**config.mk**
```make
export PLATFORM = sky130hd
export DESIGN_NAME = floating_point_16bit_divider
export DESIGN_NICKNAME = d
export VERILOG_FILES = /design/src/rtl/fp16_pkg.sv /design/src/rtl/division_normalizer.sv /design/src/rtl/floating_point_16bit_divider.sv
export SDC_FILE = /design/constraint.sdc
export NUM_CORES = 1
export LEC_CHECK = 0
export CORE_ASPECT_RATIO = 2
export CORE_MARGIN = 2
export CORE_UTILIZATION = 55
export CTS_CLUSTER_SIZE = 24
export DETAILED_ROUTE_END_ITERATION = 8
export GPL_ROUTABILITY_DRIVEN = 0
export HOLD_SLACK_MARGIN = 0.02
export PLACE_DENSITY = 0.78
export SLEW_MARGIN = 20
export SYNTH_ARGS = -nofsm -noshare
export SYNTH_HDL_FRONTEND = slang
export SYNTH_SLANG_ARGS = --single-unit
```
**constraint.sdc**
```tcl
create_clock -name clk -period 3.5 [get_ports clk]
set_clock_uncertainty 0.1 [all_clocks]
set_input_delay 0.525 -clock clk [delete_from_list [all_inputs] [get_ports clk]]
set_output_delay 0.525 -clock clk [all_outputs]
set_load 0.05 [all_outputs]
```
**src/rtl/fp16_pkg.sv**
```systemverilog
// Shared constants, FSM encoding and result-flag bundle for the half-precision divider.
package fp16_pkg;

  localparam logic [4:0]  BIAS         = 5'd15;
  localparam logic [4:0]  EXP_MAX      = 5'd30;
  localparam logic [4:0]  EXP_MIN      = 5'd1;
  localparam logic [15:0] QNAN         = 16'h7E00;
  localparam logic [4:0]  EXP_ALL_ONES = 5'h1F;

  localparam logic [3:0]  LAST_ITER    = 4'd12;

  typedef enum logic [1:0] {
    IDLE   = 2'd0,
    DIVIDE = 2'd1,
    NORM   = 2'd2,
    DONE   = 2'd3
  } state_t;

  typedef struct packed {
    logic nan;
    logic inf;
    logic zero;
    logic ovf;
    logic unf;
    logic dbz;
  } fp_flags_t;

endpackage

```
**src/rtl/division_normalizer.sv**
```systemverilog
// Combinational exponent adjust, mantissa normalization and special-case selection.
module division_normalizer
  import fp16_pkg::*;
(
  input  logic [15:0] op1_i,
  input  logic [15:0] op2_i,
  input  logic [11:0] quo_i,
  output logic [15:0] result_o,
  output fp_flags_t   flags_o
);

  logic              sign;
  logic              nan1, nan2, inf1, inf2, zero1, zero2;
  logic signed [6:0] exp_raw;
  logic signed [6:0] exp_norm;
  logic [9:0]        mant;

  assign sign  = op1_i[15] ^ op2_i[15];
  assign nan1  = (op1_i[14:10] == EXP_ALL_ONES) && (op1_i[9:0] != 10'h0);
  assign nan2  = (op2_i[14:10] == EXP_ALL_ONES) && (op2_i[9:0] != 10'h0);
  assign inf1  = (op1_i[14:10] == EXP_ALL_ONES) && (op1_i[9:0] == 10'h0);
  assign inf2  = (op2_i[14:10] == EXP_ALL_ONES) && (op2_i[9:0] == 10'h0);
  assign zero1 = (op1_i[14:0] == 15'h0);
  assign zero2 = (op2_i[14:0] == 15'h0);

  // Quotient lies in [2^10, 2^12): bit 11 tells whether a one-place shift is needed.
  assign exp_raw  = {2'b00, op1_i[14:10]} - {2'b00, op2_i[14:10]} + {2'b00, BIAS};
  assign exp_norm = quo_i[11] ? exp_raw : exp_raw - 7'sd1;
  assign mant     = quo_i[11] ? quo_i[10:1] : quo_i[9:0];

  always_comb begin
    flags_o  = '0;
    result_o = {sign, exp_norm[4:0], mant};
    if (nan1 || nan2 || (zero1 && zero2) || (inf1 && inf2)) begin
      flags_o.nan = 1'b1;
      result_o    = {sign, QNAN[14:0]};
    end else if (inf1 || zero2) begin
      flags_o.inf = 1'b1;
      flags_o.dbz = zero2 && !inf1;
      result_o    = {sign, EXP_ALL_ONES, 10'h0};
    end else if (zero1 || inf2) begin
      flags_o.zero = 1'b1;
      result_o     = {sign, 15'h0};
    end else if (exp_norm > $signed({2'b00, EXP_MAX})) begin
      flags_o.ovf = 1'b1;
      result_o    = {sign, EXP_ALL_ONES, 10'h0};
    end else if (exp_norm < $signed({2'b00, EXP_MIN})) begin
      flags_o.unf = 1'b1;
      result_o    = {sign, 15'h0};
    end
  end

endmodule

```
**src/rtl/floating_point_16bit_divider.sv**
```systemverilog
// Half-precision divider: restoring mantissa division, one quotient bit per cycle,
// fixed 14-cycle latency from accepted start to the done pulse for every operand class.
module floating_point_16bit_divider
  import fp16_pkg::*;
(
  input  logic        clk,
  input  logic        rst_n,
  input  logic        start,
  input  logic [15:0] operand1,
  input  logic [15:0] operand2,
  output logic        busy,
  output logic        done,
  output logic [15:0] result,
  output logic        zero,
  output logic        overflow,
  output logic        underflow,
  output logic        NaN,
  output logic        infinity,
  output logic        div_by_zero
);

  state_t      state_q, state_d;
  logic [3:0]  cnt_q;
  logic [15:0] op1_q, op2_q;
  logic [11:0] rem_q, quo_q;
  logic [15:0] result_q, norm_result;
  fp_flags_t   flags_q, norm_flags;
  logic [11:0] divisor;
  logic        ge;
  logic [10:0] rem_sub;

  assign divisor = {2'b01, op2_q[9:0]};
  assign ge      = rem_q >= divisor;
  assign rem_sub = 11'(ge ? rem_q - divisor : rem_q);

  always_comb begin
    state_d = state_q;
    case (state_q)
      IDLE:    if (start) state_d = DIVIDE;
      DIVIDE:  if (cnt_q == LAST_ITER) state_d = NORM;
      NORM:    state_d = DONE;
      DONE:    state_d = IDLE;
      default: state_d = IDLE;
    endcase
  end

  // DIVIDE count 0 loads the dividend mantissa; counts 1..12 each retire one quotient bit.
  always_ff @(posedge clk or negedge rst_n) begin
    if (!rst_n) begin
      state_q  <= IDLE;
      cnt_q    <= '0;
      op1_q    <= '0;
      op2_q    <= '0;
      rem_q    <= '0;
      quo_q    <= '0;
      result_q <= '0;
      flags_q  <= '0;
    end else begin
      state_q <= state_d;
      if (state_q == IDLE && start) begin
        op1_q <= operand1;
        op2_q <= operand2;
        cnt_q <= '0;
      end
      if (state_q == DIVIDE) begin
        cnt_q <= cnt_q + 4'd1;
        if (cnt_q == 4'd0) begin
          rem_q <= {2'b01, op1_q[9:0]};
          quo_q <= '0;
        end else begin
          rem_q <= {rem_sub, 1'b0};
          quo_q <= {quo_q[10:0], ge};
        end
      end
      if (state_q == NORM) begin
        result_q <= norm_result;
        flags_q  <= norm_flags;
      end
    end
  end

  division_normalizer u_norm (
    .op1_i    (op1_q),
    .op2_i    (op2_q),
    .quo_i    (quo_q),
    .result_o (norm_result),
    .flags_o  (norm_flags)
  );

  assign busy        = (state_q == DIVIDE) || (state_q == NORM);
  assign done        = (state_q == DONE);
  assign result      = result_q;
  assign NaN         = flags_q.nan;
  assign infinity    = flags_q.inf;
  assign zero        = flags_q.zero;
  assign overflow    = flags_q.ovf;
  assign underflow   = flags_q.unf;
  assign div_by_zero = flags_q.dbz;

endmodule

```
## Yosys cells after proc, flatten, opt, wreduce, memory -nomap -nowiden

Cells that the tools add are included.

| word-level totals | value |
|---|---|
| bits in registers | 84 |
| input port bits | 35 |
| word-level logic and storage cells | 80 |

| operators by class | value |
|---|---|
| $add $sub $neg | 5 |
| order comparisons | 3 |
| eq/ne operators | 8 |
| mux-type cells | 25 |
| bitwise operators | 1 |
| reduce and logical (&&, ||, !) cells | 25 |

Operator list:

| kind | number |
|---|---|
| two-way mux 15 bit | 5 |
| zero test 15 bit | 2 |
| two-way mux 12 bit | 2 |
| zero test 10 bit | 2 |
| nonzero test 10 bit | 2 |
| >= comparator 12 x 11 -> 1 bit | 1 |
| two-way mux 11 bit | 1 |
| subtractor 11 bit | 1 |
| == test 5 bit, second input constant | 2 |
| two-way mux 10 bit | 1 |
| logical AND 1 bit | 8 |
| two-way mux 4 bit | 2 |
| case mux 2 bit (4 select lines) | 1 |
| adder 7 x 4 -> 7 bit, second input constant | 1 |
| greater-than comparator 7 x 6 -> 1 bit, second input constant | 1 |
| less-than comparator 7 x 2 -> 1 bit, second input constant | 1 |
| two-way mux 1 bit | 7 |
| two-way mux 7 bit | 1 |
| subtractor 7 x 2 -> 7 bit, second input constant | 1 |
| logical OR 1 bit | 6 |
| two-way mux 2 bit | 3 |
| subtractor 5 x 5 -> 6 bit | 1 |
| two-way mux 5 bit | 1 |
| adder 4 x 1 -> 4 bit, second input constant | 1 |
| 11 further kinds | 13 |

## Longest topological paths before layout

Gate-level depths: netlist of run 1.

| depth | value |
|---|---|
| depth after elaboration | 10 |
| mapped depth | 12 |
| gate-level depth less buffers | 11 |

## By module

From an unflattened synthesis of run 1, not the netlist that was laid out.

| unflattened totals | value |
|---|---|
| cell total of the unflattened synthesis | 481 |
| area, all modules | 5122.4 um^2 |

By module, submodules not included:

| module | times used | cells each | area an instance (um^2) | sequential area each (um^2) |
|---|---|---|---|---|
| floating_point_16bit_divider | 1 | 331 | 4000.1 | 2102.0 |
| division_normalizer | 1 | 150 | 1122.3 | 0.0 |

## Least setup slack after synthesis of run 1

OpenSTA, ideal clock, no wires.

| path | value |
|---|---|
| path type | register -> register |
| start point | register op1_q[10] |
| end point | register result_q[0], in the netlist result[0] |
| arrival time | 2892 ps |
| required time | 3255 ps |
| slack | 363 ps |
| cell stages (with the launch flop) | 12 |
| buffers on the path | 0 |
| period minus slack after synthesis | 3137 ps |
| cells stage by stage | dfrtp_1 inv_1 ha_1 fa_1 ha_1 or3b_1 o22ai_2 and3_4 o2111a_1 nand2_1 o211ai_4 o221ai_1 |

| on the way | value |
|---|---|
| word-level cells in the longest chain between the ends | 10 |
| elaborated cells on any way between the ends | 22 |
| classes of those cells | add/sub: 3; order compare: 2; eq/ne: 1; mux: 6; reduce/logical: 10 |

RTL lines:

| item | line | source |
|---|---|---|
| start, declared | floating_point_16bit_divider.sv:24 | `logic [15:0] op1_q, op2_q;` |
| start signal, assigned | floating_point_16bit_divider.sv:61 | `op1_q <= operand1;` |
| subtractor 5 x 5 -> 6 bit | division_normalizer.sv:27 | `assign exp_raw = {2'b00, op1_i[14:10]} - {2'b00, op2_i[14:10]} + {2'b00, BIAS};` |
| adder 7 x 4 -> 7 bit | division_normalizer.sv:27 |  |
| subtractor 7 x 2 -> 7 bit | division_normalizer.sv:28 | `assign exp_norm = quo_i[11] ? exp_raw : exp_raw - 7'sd1;` |
| two-way mux 7 bit | division_normalizer.sv:28 |  |
| less-than comparator 7 x 2 -> 1 bit | division_normalizer.sv:47 | `end else if (exp_norm < $signed({2'b00, EXP_MIN})) begin` |
| two-way mux 15 bit | division_normalizer.sv:47 |  |
| two-way mux 15 bit | division_normalizer.sv:44 | `end else if (exp_norm > $signed({2'b00, EXP_MAX})) begin` |
| two-way mux 15 bit | division_normalizer.sv:41 | `end else if (zero1 \|\| inf2) begin` |
| two-way mux 15 bit | division_normalizer.sv:37 | `end else if (inf1 \|\| zero2) begin` |
| two-way mux 15 bit (*) | division_normalizer.sv:34 | `if (nan1 \|\| nan2 \|\| (zero1 && zero2) \|\| (inf1 && inf2)) begin` |
| end signal, assigned | floating_point_16bit_divider.sv:76 | `result_q <= norm_result;` |
| end, declared | floating_point_16bit_divider.sv:26 | `logic [15:0] result_q, norm_result;` |

Mark *: on every way between the ends. The rest lies on a longest branch, timed or not.
A chain may end at the register's enable or synchronous reset.

## Worst setup path after layout of run 1

| path | value |
|---|---|
| start point | register op1_q[10] |
| end point | register result_q[9], in the netlist result[9] |

Same word-level chain as after synthesis.

==> metrics.md, run 1 <==
| Metric | Value |
|---|---|
| Core Footprint | 0.00895 mm² |
| First-pass GRT wire length | between 20,000 and 25,000 µm |
| Largest stage delay on the critical path | around 0.52 ns |
| Final Setup Violations | 0 |
| RSZ-0062 raised after global routing | yes |
| Total GRT Usage | between 20% and 30% |
| #FFs+latches synth | 84 |
| Synth area leaders | dfrtp_1, mux2_2, ha_1 |
| Rows | a little under 50 |
| Ys async rst share | 100% |
| Initial core utilization | between 50% and 60% |
| Port Buf Inserts | 58 |
| Worst setup EP type | flop |
| Worst-Margin Slew | a little under 0.9 ns |
| Final Hold Vio Count | 0 |
| Hold-fix buffers at CTS | 0 |
| CTS tree | done |
| Vias in the first global route | 4,501 |
| CTS buffer count | 9 |
| Antenna violations before repair | 0 |
| Ys Warns | 0 |
| Worst Path Class, Setup | reg2reg |
| Post-synthesis cell type count | 65 |
| TritonRoute pass-1 iters | 4 |
| Fmax achieved | just under 300 MHz |
| N_diodes | 0 |
| Die area | ~0.010 mm² |
| Die H | 139 µm |
| Most common cell in the netlist | dfrtp_1 |
| Clock Sinks | between 80 and 90 |
| Tcrit/Tclk final | between 90% and 100% |
| Share of layout cells above drive strength 1 | 15.6% |
| Pins Over Slew Limit | 0 |
| Syn nets | just under 600 |
| Pre-CTS WS | between 0.04 and 0.05 ns |
| Clock transition at path regs | 0.06 ns |
| Cell Area, Placed | 0.00571 mm² |
| Avg Synthesized Cell Area | 9.58 µm² |
| Initial drt markers | approximately 340 |
| Placed insts | between 600 and 700 |
| Congestion Overflow GR | 0 |
| Hold WS | 0.119 ns |
| Final WL | around 12,000 µm |
| Drt wl/cell | between 15 and 20 µm |
| DIE WIDTH | between 70 and 80 µm |
| Sequential-to-total area share from yosys stat | between 40% and 50% |
| Final instance area | around 0.0061 mm² |
| CP max stage cell | fa_2 |
| Via count | ~4,200 |
| CTS Buffer Depth | 2 |
| Vias per inst | between 6 and 7 |
| Final ANT Viol Nets | 0 |
| Clock network latency to the later pin of the worst-skew pair | between 0.3 and 0.4 ns |
| Synth Instances | 526 |
| Hold Path Class | in2async |
| Final Critical Period | ~3.5 ns |
| WP data arrival | between 3 and 4 ns |
| Slew HR | between 40% and 50% |
| Final Worst Setup Slack | ~0.040 ns |
| DRC viols | 0 |
| Area leader, netlist | dfrtp_1 |
| HPWL after detailed placement | around 9000 µm |
| # nets final | 645 |
| Synth cell count leaders | dfrtp_1, inv_1, o21ai_0 |
| H-tree depth | 3 |
| Post-synth top area share | 41.7% |
| Area Growth Syn to Fin | 21.6% |
| WP data required | between 3 and 4 ns |
| Io pins | 59 |
| Number of synthesized flops with an enable pin | 0 |
| Maxcap violations | 0 |
| Clock Tree Root | clkbuf_16 |
| Crit-path cells | inv_1 -> ha_2 -> fa_2 -> ha_4 -> or3b_4 -> o22ai_4 -> and3_4 -> a2111oi_4 -> buf_6 -> a221oi_4 -> o211ai_4 -> a211oi_2 |
| CP max FO | 5 |
| Fin cells | just under 700 |
| Crit path launch type | flop |
| Mapped cell area | 0.00504 mm² |
| Outcome | completed |
| Synth Flop Type | dfrtp_1 |
| Largest net degree at the start of global routing | 85 |
[layer usage]
metal / up-vias / share of wire, % / GRT usage, %
li1: 1986 / - / -
met1: 2064 / 34 / 24.7
met2: 112 / 58 / 47.6
met3: 48 / 2.8 / 3.48
met4: 0 / 5.1 / 19.5
met5: - / 0 / 0
[layout by cell type (no fill, tap or decap), types with 8 or more instances in the layout]
master and count:
dfrtp_1 84, inv_1 57, clkdlybuf4s50_1 57, o21ai_0 43, nand2_1 41, mux2_2 35
nor2_1 33, nand3_1 23, ha_1 22, a21oi_1 17, nand4_1 13, o22ai_1 9
clkbuf_16 9, buf_4 9, o21a_1 8, xnor2_1 8
[cell families after synthesis]
kind of cell | count (synthesis) | share of synthesized area, %
and+or+nand+nor | 152 | 15.0
AOI/OAI and AO/OA | 128 | 18.0
DFF | 84 | 41.7
buffers and inverters | 79 | 6.03
muxes | 42 | 9.46
adders and majority gates | 26 | 6.75
xor gates and xnor gates | 15 | 3.03
[registers in the layout (all words and copies together) (netlist names)]
name         flops
infinity         1
zero             1
NaN              1
rem_q           12
overflow         1
result          16
underflow        1
op1_q           16
div_by_zero      1
state_q          2
op2_q           16
quo_q           12
cnt_q            4
[path summary, 6_finish.rpt]
check	startpoint	to	slack (ns)	cells past startpoint
min in group clk	NaN	NaN	0.39	1
max reg2reg	op1_q[10]	result[9]	0.04	12
min	rst_n	op2_q[6]	0.12	1
max	op1_q[10]	result[9]	0.04	12
max in group asynchronous	rst_n	op2_q[15]	2.65	1
min reg2reg	NaN	NaN	0.39	1
[critical path: cells and delay by family, from the launching register on]
kind / cells / cell delay, ns
fa+ha+maj: 3 / 1.03
compound gates: 5 / 0.97
flops: 1 / 0.38
simple gates: 2 / 0.66
buf+inv: 2 / 0.22
[area by class of cell]
type	count	area [µm²]
flip-flops and latches	84	2100
clock buffers	10	239
multi-input cells	364	2730
clock inverters	5	52.6
well taps	102	128
inverters	57	214
fillers	715	2820
repair buffers	68	661
[through the flow]
stage / util [%] / setup TNS [ns]
2_1_floorplan: - / 0
3_3_place_gp: 63.8 / 0
3_5_place_dp: 63.8 / 0
4_1_cts: 67.0 / 0
5_1_grt: 68.5 / -0.651
6_report: 68.5 / 0
[what timing repair did]
action,in CTS,in global routing
setup buffers,0,3
setup endpoints to repair,0,13
resized for setup,0,15
Power of run 1 is not shown: default switching activity piles up to over one toggle a cycle in this logic, so the estimate is an artifact.
==> inputs of run 2 (changes only) <==
--- a/config.mk
+++ b/config.mk
@@ -13,7 +13,7 @@
 export GPL_ROUTABILITY_DRIVEN = 0
 export HOLD_SLACK_MARGIN = 0.02
 export PLACE_DENSITY = 0.78
-export SLEW_MARGIN = 20
 export SYNTH_ARGS = -nofsm -noshare
 export SYNTH_HDL_FRONTEND = slang
 export SYNTH_SLANG_ARGS = --single-unit
+export TNS_END_PERCENT = 30
==> constraint.sdc (replaced) <==
create_clock -name clk -period 3.35 [get_ports clk]
set_clock_uncertainty 0.1 [all_clocks]
set_input_delay 0.5025 -clock clk [delete_from_list [all_inputs] [get_ports clk]]
set_output_delay 0.5025 -clock clk [all_outputs]
set_load 0.05 [all_outputs]
==> run 2 against run 1 <==
Effect of this change: critical path depth is 1 lower; flip-flop and latch count stayed put; final cell count is 0.14% higher; sequential share of layout area hardly changed; highest routed layer unchanged; utilization hardly changed; worst setup slack better by 0.045 ns; first-iteration DRC count is 3.0% higher; via count hardly changed; fmax is 6.0% higher; critical path type unchanged; hold slack better by 0.12 ns.
==> metrics.md, run 2 (same netlist as run 1, synthesis figures left out) <==
| Metric | Value |
|---|---|
| Clock Tree Root | clkbuf_16 |
| Most common cell after layout, fill and taps aside | dfrtp_1 |
| Worst reg-to-reg path cell count | 11 (-1) |
| Final ANT Viol Nets | 0 (unchanged) |
| Clock transition at path regs | 0.06 ns (about the same) |
| TritonRoute pass-1 iters | 4 (unchanged) |
| Io pins | 59 (unchanged) |
| Largest stage delay on the critical path | 0.45 ns (-0.07 ns) |
| Total negative slack | 0 ns (unchanged) |
| Worst-Margin Slew | 1.05 ns (+0.181 ns) |
| CTS Buffer Depth | 2 (unchanged) |
| Pins Over Slew Limit | 0 (unchanged) |
| Crit-path cells | inv_1 -> ha_2 -> fa_1 -> ha_1 -> or3b_4 -> o22ai_4 -> and3_4 -> a2111oi_4 -> a221oi_4 -> o211ai_2 -> o221ai_1 |
| CTS buffer count | 9 (unchanged) |
| Worst Path Class, Setup | reg2reg |
| RSZ-0062 raised after global routing | yes |
| Share of layout cells above drive strength 1 | 14.4% (-1.2 points) |
| Clock Sinks | 84 (unchanged) |
| Fmax achieved | 306 MHz (+6.0%) |
| Final instance area | 0.00612 mm² (about the same) |
| Die H | 139 µm (unchanged) |
| Initial core utilization | 56.3% (unchanged) |
| First-pass GRT wire length | 20,100 µm (-0.58%) |
| Outcome | completed |
| Maxcap violations | 0 (unchanged) |
| Worst setup EP type | flop |
| Port Buf Inserts | 58 (unchanged) |
| Vias per inst | 6.10 (about the same) |
| DIE WIDTH | 71.7 µm (unchanged) |
| Hold-fix buffers at CTS | 0 (unchanged) |
| Cell Area, Placed | 0.00574 mm² (+0.61%) |
| Final Setup Violations | 0 (unchanged) |
| WP data arrival | 3.41 ns (-0.20 ns) |
| Critical Path Stages | 11 (-1) |
| DRC viols | 0 (unchanged) |
| Rows | 49 (unchanged) |
| H-tree depth | 3 (unchanged) |
| Final Hold Vio Count | 0 (unchanged) |
| Congestion Overflow GR | 0 (unchanged) |
| Area Growth Syn to Fin | 21.6% (about the same) |
| Hold Path Class | in2async |
| Commonest non-fill, non-tap cells in the layout | dfrtp_1, inv_1, clkdlybuf4s50_1 |
| Die area | 0.00999 mm² (unchanged) |
| N_diodes | 0 (unchanged) |
| CP max FO | 5 (unchanged) |
| CP bufs+invs | 1 (-1) |
| CTS tree | done |
| Via count | 4,214 (+0.095%) |
| # nets final | 645 (unchanged) |
| Largest net degree at the start of global routing | 85 (unchanged) |
| Crit path max-delay family | compound AO/OA/AOI/OAI gates |
| Crit path launch type | flop |
| Final WL | 12,100 µm (-1.1%) |
| HPWL after detailed placement | 9070 µm (+2.0%) |
| Vias in the first global route | 4,462 (-0.87%) |
| Final Critical Period | 3.27 ns (-0.195 ns) |
| Total GRT Usage | 25.6% (-0.21 points) |
| Slew HR | 29.9% (-12 points) |
| Hold WS | 0.237 ns (+0.119 ns) |
| Clock network latency to the later pin of the worst-skew pair | 0.34 ns (about the same) |
| Drt wl/cell | 17.6 µm (-1.2%) |
| Antenna violations before repair | 0 (unchanged) |
| CP max stage cell | fa_1 |
| Initial drt markers | 347 (+3.0%) |
| Core Footprint | 0.00895 mm² (unchanged) |
| Tcrit/Tclk final | 97.5% (-1.4 points) |
| WP data required | 3.50 ns (-0.15 ns) |
run 2: cell count changes in the layout (fill, tap and decap cells not counted), moves of 2 or more:
cell / change
o221ai_1: +6
o221ai_2: -6
buf_6: -2
bufinv_16: +2
clkinv_2: -2
run 2: final cells by class:
type	count	area, µm²
Clock buffer	10	229
Clock inverter	6	111
Fill cell	722	2830
Inverter	57	214
Multi-Input combinational cell	364	2680
Sequential cell	84	2100
Tap cell	102	128
Timing Repair Buffer	68	666
run 2: final timing paths:
check                               start   endpoint  slack, ns
worst max-delay path            op1_q[10]  result[8]       0.08
worst min-delay path                rst_n   op2_q[5]       0.24
worst max register to register  op1_q[10]  result[8]       0.08
worst min register to register        NaN        NaN       0.38
max in group asynchronous           rst_n  result[7]       2.21
min in group clk                      NaN        NaN       0.38
run 2: metal layers:
metal | share of wire [%] | GRT usage (%) | vias up
li1 | - | - | 1993
met1 | 34 | 25.4 | 2041
met2 | 57 | 47.2 | 125
met3 | 2.8 | 4.56 | 55
met4 | 5.6 | 16.0 | 0
met5 | 0 | 0 | -
run 2: timing repair:
| item | 4_1_cts | 5_1_grt |
|---|---|---|
| gates resized for setup | 0 | 6 |
| setup buffers | 0 | 0 |
| setup endpoints to repair | 0 | 13 |
run 2: per-stage QoR:
stage / setup WS, ns / instances / utilization [%]
global route: -0.0164 / 691 / 68.4
global placement: 0.147 / 674 / 64.1
CTS: 0.00433 / 690 / 67.9
floorplan: 0.213 / 526 / -
finish: 0.0849 / 691 / 68.4
detailed placement: 0.0267 / 674 / 64.1
Power of run 2 is left out for the same reason.
